**src/rtl/ladybird_lsu.sv**
```systemverilog
// ladybird_lsu: single-outstanding load/store unit between the core and a
// word-wide data bus. Forms word-aligned requests with byte strobes, extends
// load data, and reports misaligned/illegal/timed-out accesses as errors.
module ladybird_lsu #(
  parameter int XLEN    = 32,
  parameter int TIMEOUT = 255
) (
  input  logic            clk,
  input  logic            nrst,
  input  logic            i_valid,
  output logic            i_ready,
  input  logic [XLEN-1:0] i_addr,
  input  logic [XLEN-1:0] i_data,
  input  logic            i_we,
  input  logic [2:0]      i_funct,
  output logic            o_valid,
  input  logic            o_ready,
  output logic [XLEN-1:0] o_data,
  output logic            o_err,
  output logic            bus_valid,
  input  logic            bus_ready,
  output logic [XLEN-1:0] bus_addr,
  output logic            bus_we,
  output logic [3:0]      bus_wstrb,
  output logic [XLEN-1:0] bus_wdata,
  input  logic            bus_rvalid,
  input  logic [XLEN-1:0] bus_rdata
);
  // Counter is at least 8 bits, wider only when TIMEOUT needs it.
  localparam int CW = (TIMEOUT > 255) ? $clog2(TIMEOUT + 1) : 8;

  typedef enum logic [1:0] {IDLE, REQ, WAIT, RESP} state_t;

  state_t          state, state_nx;
  logic [XLEN-1:0] addr_q, data_q, rsp_data, shifted, load_ext;
  logic            we_q, rsp_err, illegal, tmo;
  logic [2:0]      funct_q;
  logic [CW-1:0]   cnt;

  // Timeout fires on the cycle whose increment would make cnt reach TIMEOUT.
  assign tmo = (TIMEOUT != 0) && (cnt == CW'(TIMEOUT - 1));

  // Outputs come only from state and latched registers.
  assign i_ready   = (state == IDLE);
  assign bus_valid = (state == REQ);
  assign o_valid   = (state == RESP);
  assign o_data    = rsp_data;
  assign o_err     = rsp_err;
  assign bus_addr  = {addr_q[XLEN-1:2], 2'b00};
  assign bus_we    = we_q;

  // Legality of the incoming request: funct code and natural alignment.
  always_comb begin
    illegal = 1'b0;
    if (i_we) begin
      if (i_funct[2] || i_funct[1:0] == 2'b11) illegal = 1'b1;
    end else if (i_funct == 3'b011 || i_funct[2:1] == 2'b11) begin
      illegal = 1'b1;
    end
    if (i_funct[1:0] == 2'b01 && i_addr[0]) illegal = 1'b1;
    if (i_funct[1:0] == 2'b10 && i_addr[1:0] != 2'b00) illegal = 1'b1;
  end

  // Store strobes and lane-replicated write data from the latched request.
  always_comb begin
    bus_wstrb = 4'b0000;
    bus_wdata = data_q;
    case (funct_q[1:0])
      2'b00: begin
        bus_wstrb = 4'b0001 << addr_q[1:0];
        bus_wdata = {4{data_q[7:0]}};
      end
      2'b01: begin
        bus_wstrb = 4'b0011 << addr_q[1:0];
        bus_wdata = {2{data_q[15:0]}};
      end
      2'b10:   bus_wstrb = 4'b1111;
      default: bus_wstrb = 4'b0000;
    endcase
    if (!we_q) bus_wstrb = 4'b0000;
  end

  // Load extraction: shift the addressed lane down, then sign/zero-extend.
  always_comb begin
    shifted  = bus_rdata >> {addr_q[1:0], 3'b000};
    load_ext = '0;
    case (funct_q)
      3'b000:  load_ext = {{(XLEN-8){shifted[7]}}, shifted[7:0]};
      3'b001:  load_ext = {{(XLEN-16){shifted[15]}}, shifted[15:0]};
      3'b010:  load_ext = bus_rdata;
      3'b100:  load_ext = {{(XLEN-8){1'b0}}, shifted[7:0]};
      3'b101:  load_ext = {{(XLEN-16){1'b0}}, shifted[15:0]};
      default: load_ext = '0;
    endcase
  end

  // FSM state register.
  always_ff @(posedge clk) begin
    if (!nrst) state <= IDLE;
    else       state <= state_nx;
  end

  // FSM next state; timeout wins over a same-cycle bus event.
  always_comb begin
    state_nx = state;
    case (state)
      IDLE: if (i_valid) state_nx = illegal ? RESP : REQ;
      REQ: begin
        if (tmo)            state_nx = RESP;
        else if (bus_ready) state_nx = WAIT;
      end
      WAIT: begin
        if (tmo || bus_rvalid) state_nx = RESP;
      end
      RESP: if (o_ready) state_nx = IDLE;
      default: state_nx = IDLE;
    endcase
  end

  // Request latch, timeout counter and response registers.
  always_ff @(posedge clk) begin
    if (!nrst) begin
      addr_q   <= '0;
      data_q   <= '0;
      we_q     <= 1'b0;
      funct_q  <= 3'b000;
      rsp_data <= '0;
      rsp_err  <= 1'b0;
      cnt      <= '0;
    end else begin
      case (state)
        IDLE: if (i_valid) begin
          addr_q   <= i_addr;
          data_q   <= i_data;
          we_q     <= i_we;
          funct_q  <= i_funct;
          cnt      <= '0;
          rsp_data <= '0;
          rsp_err  <= illegal;
        end
        REQ: begin
          cnt <= cnt + 1'b1;
          if (tmo) begin
            rsp_data <= '0;
            rsp_err  <= 1'b1;
          end
        end
        WAIT: begin
          cnt <= cnt + 1'b1;
          if (tmo) begin
            rsp_data <= '0;
            rsp_err  <= 1'b1;
          end else if (bus_rvalid) begin
            rsp_data <= we_q ? '0 : load_ext;
            rsp_err  <= 1'b0;
          end
        end
        default: ;
      endcase
    end
  end
endmodule

```
**config.mk**
```make
export PLATFORM = sky130hd
export DESIGN_NAME = ladybird_lsu
export DESIGN_NICKNAME = d
export VERILOG_FILES = /design/src/rtl/ladybird_lsu.sv
export SDC_FILE = /design/constraint.sdc
export NUM_CORES = 1
export LEC_CHECK = 0
export BUFFER_PORTS_ARGS = -buffer_cell sky130_fd_sc_hd__buf_2
export CORE_UTILIZATION = 55
export CTS_BUF_LIST = sky130_fd_sc_hd__clkbuf_4 sky130_fd_sc_hd__clkbuf_8
export DETAILED_ROUTE_END_ITERATION = 16
export PLACE_DENSITY = 0.95
export SETUP_SLACK_MARGIN = 0.15
export SYNTH_ARGS = -nofsm -noshare
export SYNTH_HDL_FRONTEND = slang
export SYNTH_SLANG_ARGS = --single-unit
```
**constraint.sdc**
```tcl
create_clock -name clk -period 4 [get_ports clk]
set_input_delay 0.4 -clock clk [delete_from_list [all_inputs] [get_ports clk]]
set_output_delay 0.4 -clock clk [all_outputs]
set_load 0.005 [all_outputs]
```
# ---- Yosys cells after proc, flatten, opt, wreduce, memory -nomap -nowiden
# Cells that the tools add are included.
dict set report totals {
  register_bits 111
}
dict set report classes {
  shifts 3
  add_sub_neg 1
  n_eq_ne 21
  mux 29
  reduce_logical 16
}
# operator n
set ops {}
lappend ops {{$mux 32} 5}
lappend ops {{$pmux 32 s5} 1}
lappend ops {{$pmux 32 s3} 1}
lappend ops {{$pmux 32 s2} 1}
lappend ops {{$shr 32x5->16} 1}
lappend ops {{$pmux 8 s2} 1}
lappend ops {{$eq 2x2->1 const B} 6}
lappend ops {{$mux 2} 6}
lappend ops {{$pmux 4 s3} 1}
lappend ops {{$mux 1} 9}
lappend ops {{$add 8x1->8 const B} 1}
lappend ops {{$eq 8x8->1 const B} 1}
lappend ops {{$mux 8} 1}
lappend ops {{$pmux 2 s4} 1}
lappend ops {{$reduce_and 4->1} 2}
lappend ops {{$eq 2x1->1 const B} 3}
lappend ops {{$eq 3x2->1 const B} 2}
lappend ops {{$eq 3x3->1 const B} 2}
lappend ops {{$logic_not 2->1} 2}
lappend ops {{$mux 4} 1}
lappend ops {{$ne 2x1->1 const B} 2}
lappend ops {{$ne 2x2->1 const B} 2}
lappend ops {{$reduce_and 2->1} 2}
lappend ops {{$reduce_bool 2->1} 2}
lappend ops {{11 further kinds} 14}

# ---- Logic depth before layout (Yosys ltp)
dict set report logic_depth {
  word_depth 9
  depth_mapped 9
}

# ---- Worst setup path after synthesis
# Ideal clock, no wire load.
dict set report synth_timing {
  path_kind {flip-flop to flip-flop}
  from {reg state[0]}
  to {reg rsp_data[16] (netlist: o_data[16])}
  path_stages_with_launch 9
  period_less_slack_ns 2.137
  arrival_ns 2.080
  path_slack_ns 1.863
  cell_sequence {dfxtp_1 > inv_1 > ha_1 > buf_6 > nor2b_4 > or4_4 > nor4_4 > buf_6 > a22o_2}
}
dict set report synth_via {
  elab_chain_len 3
}
# item line_no
set synth_rtl {}
lappend synth_rtl {{start: declaration} 34} ;# state_t state, state_nx;
lappend synth_rtl {{start signal: assignment} 100} ;# else state <= state_nx;
lappend synth_rtl {{$logic_not 2->1 *} -}
lappend synth_rtl {{named net i_ready} 11} ;# output logic i_ready,
lappend synth_rtl {{$ne 2x2->1 (no source line) or $reduce_bool 3->1 (tied branches)} -}
lappend synth_rtl {{$reduce_and 4->1 (no source line)} -}
lappend synth_rtl {{end signal: assignment} 154} ;# rsp_data <= we_q ? '0 : load_ext;
lappend synth_rtl {{end: declaration} 35} ;# logic [XLEN-1:0] addr_q, data_q, rsp_data, shifted, load_ext;
# The timed path passes the listed nets; every way through them passes the cells marked *.
# A chain may end at the register's enable or synchronous reset.

# ---- Worst setup path after layout
dict set report layout_timing {
  from {reg funct_q[1]}
  to {out bus_wstrb[2]}
}
dict set report layout_via {
  elab_chain_len 3
}
# item line_no
set layout_rtl {}
lappend layout_rtl {{start: declaration} 37} ;# logic [2:0] funct_q;
lappend layout_rtl {{start signal: assignment} 136} ;# funct_q <= i_funct;
lappend layout_rtl {{$eq 2x2->1, or another cell as far along} 68} ;# case (funct_q[1:0])
lappend layout_rtl {{$pmux 4 s3 *} 68}
lappend layout_rtl {{$mux 4 *} 80} ;# if (!we_q) bus_wstrb = 4'b0000;
lappend layout_rtl {{end: declaration} 24} ;# output logic [3:0] bus_wstrb,
# Mark *: on every way between the ends. The rest lies on a longest branch, timed or not.

==> impl_metrics.yaml <==
run_status:
  status: "completed"
detailed_routing:
  dr.pass1.iters: 5
  vias: 5272
  drt-wirelength-per-cell_um: 15.3
  ant_nets: 0
  drtIter0Drc: 155
  wirelength_mm: 14.4
  via_per_inst: 5.58
  drc: 0
final_layout:
  seq_area_sq_um: 2220
  fin_util_pct: 66.5
  final_cells: 944
  num-nets-final: 918
  syn_to_final_growth_pct: 17.4
  num_antenna_cells: 0
  final_layout_size_suffix_gt1_share_pct: 34.3
  multiInputGateArea_sq_um: 2760
  fillers: 827
timing:
  finalCritPeriodShare_pct: 68.7
  slew_headroom_pct: 27.3
  hold_viol: 0
  final-max-slew-violation-count: 0
  fin_worst_skew_ps: 11.1
  min_period_ps: 2750
  tns_ps: 0
  tightest_slew_ps: 1090
  fmax_mhz: 364
  rsz0062_at_grt: "false"
  finalSetupViolations: 0
clocking:
  clk_path_buf_depth: 2
  hold_buffers: 0
  clock_latency_ps: 370
  cts.root.buffer_cell: "clkbuf_8"
  cts_sinks: 111
  cts_tree: "done"
  clk_pin_slew_ps: 110
  post_cts_buffers: 0
  cts_max_level: 3
  cts_made_buffers: 9
  cts_resized: 0
synth:
  yosysTopAreaCellShare_pct: 40.3
  synthMuxAreaShare_pct: 7.95
  async_reset_ff_share_pct: 0
  synthMostInstantiatedCell: "nand2_1"
  synthXorXnorAreaFrac_pct: 0.795
  synth_area_leaders: "dfxtp_1 40%, nand2_1 12%, a21oi_1 6.7%"
  synth_cells: 670
  ys_seq_area_share_pct: 40.3
  synth_top_family_by_area: "compound AO/OA/AOI/OAI gates"
  yosys.area_share.adder_pct: 1.36
  synth.avg_cell_area_sq_um: 8.22
  synth_largest_area_cell: "dfxtp_1"
  synth_compound_area_share_pct: 20.0
  synth_area_sq_um: 5510
  synthSimpleGateAreaFrac_pct: 19.8
  synthFlopType: "dfxtp_1"
  synth_commonest_cells: "176 x nand2_1, 111 x dfxtp_1, 74 x a21oi_1"
  yosys_warnings: 0
  synth_cell_types: 48
  synth_edf_count: 0
  ys_seq_elements: 111
placed_design:
  dpl.cell_count: 928
  io_buffers: 208
  dpl.hpwl_mm: 10.6
  gp_congestion: 0.915
grt:
  grt_pass1_wl_mm: 22.2
  grt_overflow: 0
  grt_antenna_before_repair: 0
  grt_pass1_vias: 4884
  grt_start_max_net_pins: 75
  grtUsageTotal_pct: 27.0
setup_path:
  critPathLaunchType: "register"
  cp_max_fo: 18
  end_kind: "output pin"
  crit_type: "reg2out"
  crit_arrival_ps: 2350
  cp.required_ps: 3600
die:
  die_w_um: 102
  start_util_pct: 56.6
  die_h_um: 102
  placeableCoreArea_sq_um: 9730
  die_area_sq_um: 10400
  io_pins: 211
  num_rows: 36
power:
  ir_drop_v: 0.000292
  p_leak_nw: 2.92
  power_mw: 3.40
  powerDensity_nw_per_um2: 526
worst_hold_path:
  hp-class: "in2reg"
job:
  cap_violations: 0
## registers in the layout (all words and copies together) (netlist names)
register	cells
addr_q	32
data_q	32
o_data	32
cnt	8
funct_q	3
state	2
bus_we	1
o_err	1
## layer usage
metal | GRT usage [%] | wire [um]
met5 | 0 | 0
met4 | 14.4 | 526
met3 | 7.46 | 1130
met2 | 46.6 | 7110
met1 | 30.3 | 5670
## final timing paths
path | from | end | slack (ps) | cells past startpoint
setup / recovery | funct_q[1] | bus_wstrb[2] | 1250 | 3
hold / removal | i_addr[11] | addr_q[11] | 250 | 3
setup reg to reg | state[0] | o_data[17] | 1440 | 6
hold reg to reg | addr_q[14] | addr_q[14] | 460 | 2
## power by group
group	switching [mW]	internal [mW]	total, mW
logic	0.776	0.536	1.31
clock network	0.394	0.299	0.694
registers	0.133	1.26	1.40
total	1.30	2.10	3.40
## layout make-up
class,instances,share of cell area [%]
Timing Repair Buffer,214,16.8
Multi-Input combinational cell,463,42.7
Clock buffer,9,1.92
Inverter,7,0.406
Clock inverter,7,1.20
Sequential cell,111,34.4
Tap cell,133,2.57
## metrics by stage
stage / area [sq um] / hold slack [ps] / worst slack [ps]
2_1_floorplan: 5510 / 433 / 1860
3_3_place_gp: 6260 / 438 / 1560
3_5_place_dp: 6260 / 444 / 1480
4_1_cts: 6470 / 236 / 1240
5_1_grt: 6470 / 232 / 1020
6_report: 6470 / 255 / 1250
## cells by family (layout without fill, tap and decap cells)
logic type      after synthesis  count (layout)
compound gates              163             163
xor+xnor                      5               5
fa+ha+maj                     6               6
buf+inv                      97             237
flops                       111             111
mux                          38              38
other cells                   1               2
simple gates                249             249
## worst max-delay path, stage by stage (launching register included)
cell     delay [ps]
dfxtp_1         720
nor2b_1         930
o21a_1          230
buf_2           110
## cell usage in the layout, fill, tap and decap left out, drive strengths merged, types with 2 or more instances in the layout
cell type,count
nor4,5
xor2,2
o21a,2
mux4,2
dfxtp,111
xnor2,3
inv,11
mux2,26
conb,2
o2bb2ai,14
a221o,7
nand2b,3
a22o,33
mux2i,10
nand3,8
a21oi,74
nor3,4
o31ai,2
clkbuf,9
a22oi,8
and2,2
nand2,176
nor2b,8
nand4,20
buf,214
nor2,19
clkinv,2
ha,6
a21o,2
and3,2
o21ai,12
o22ai,2
(Power assumes the default switching activity.)
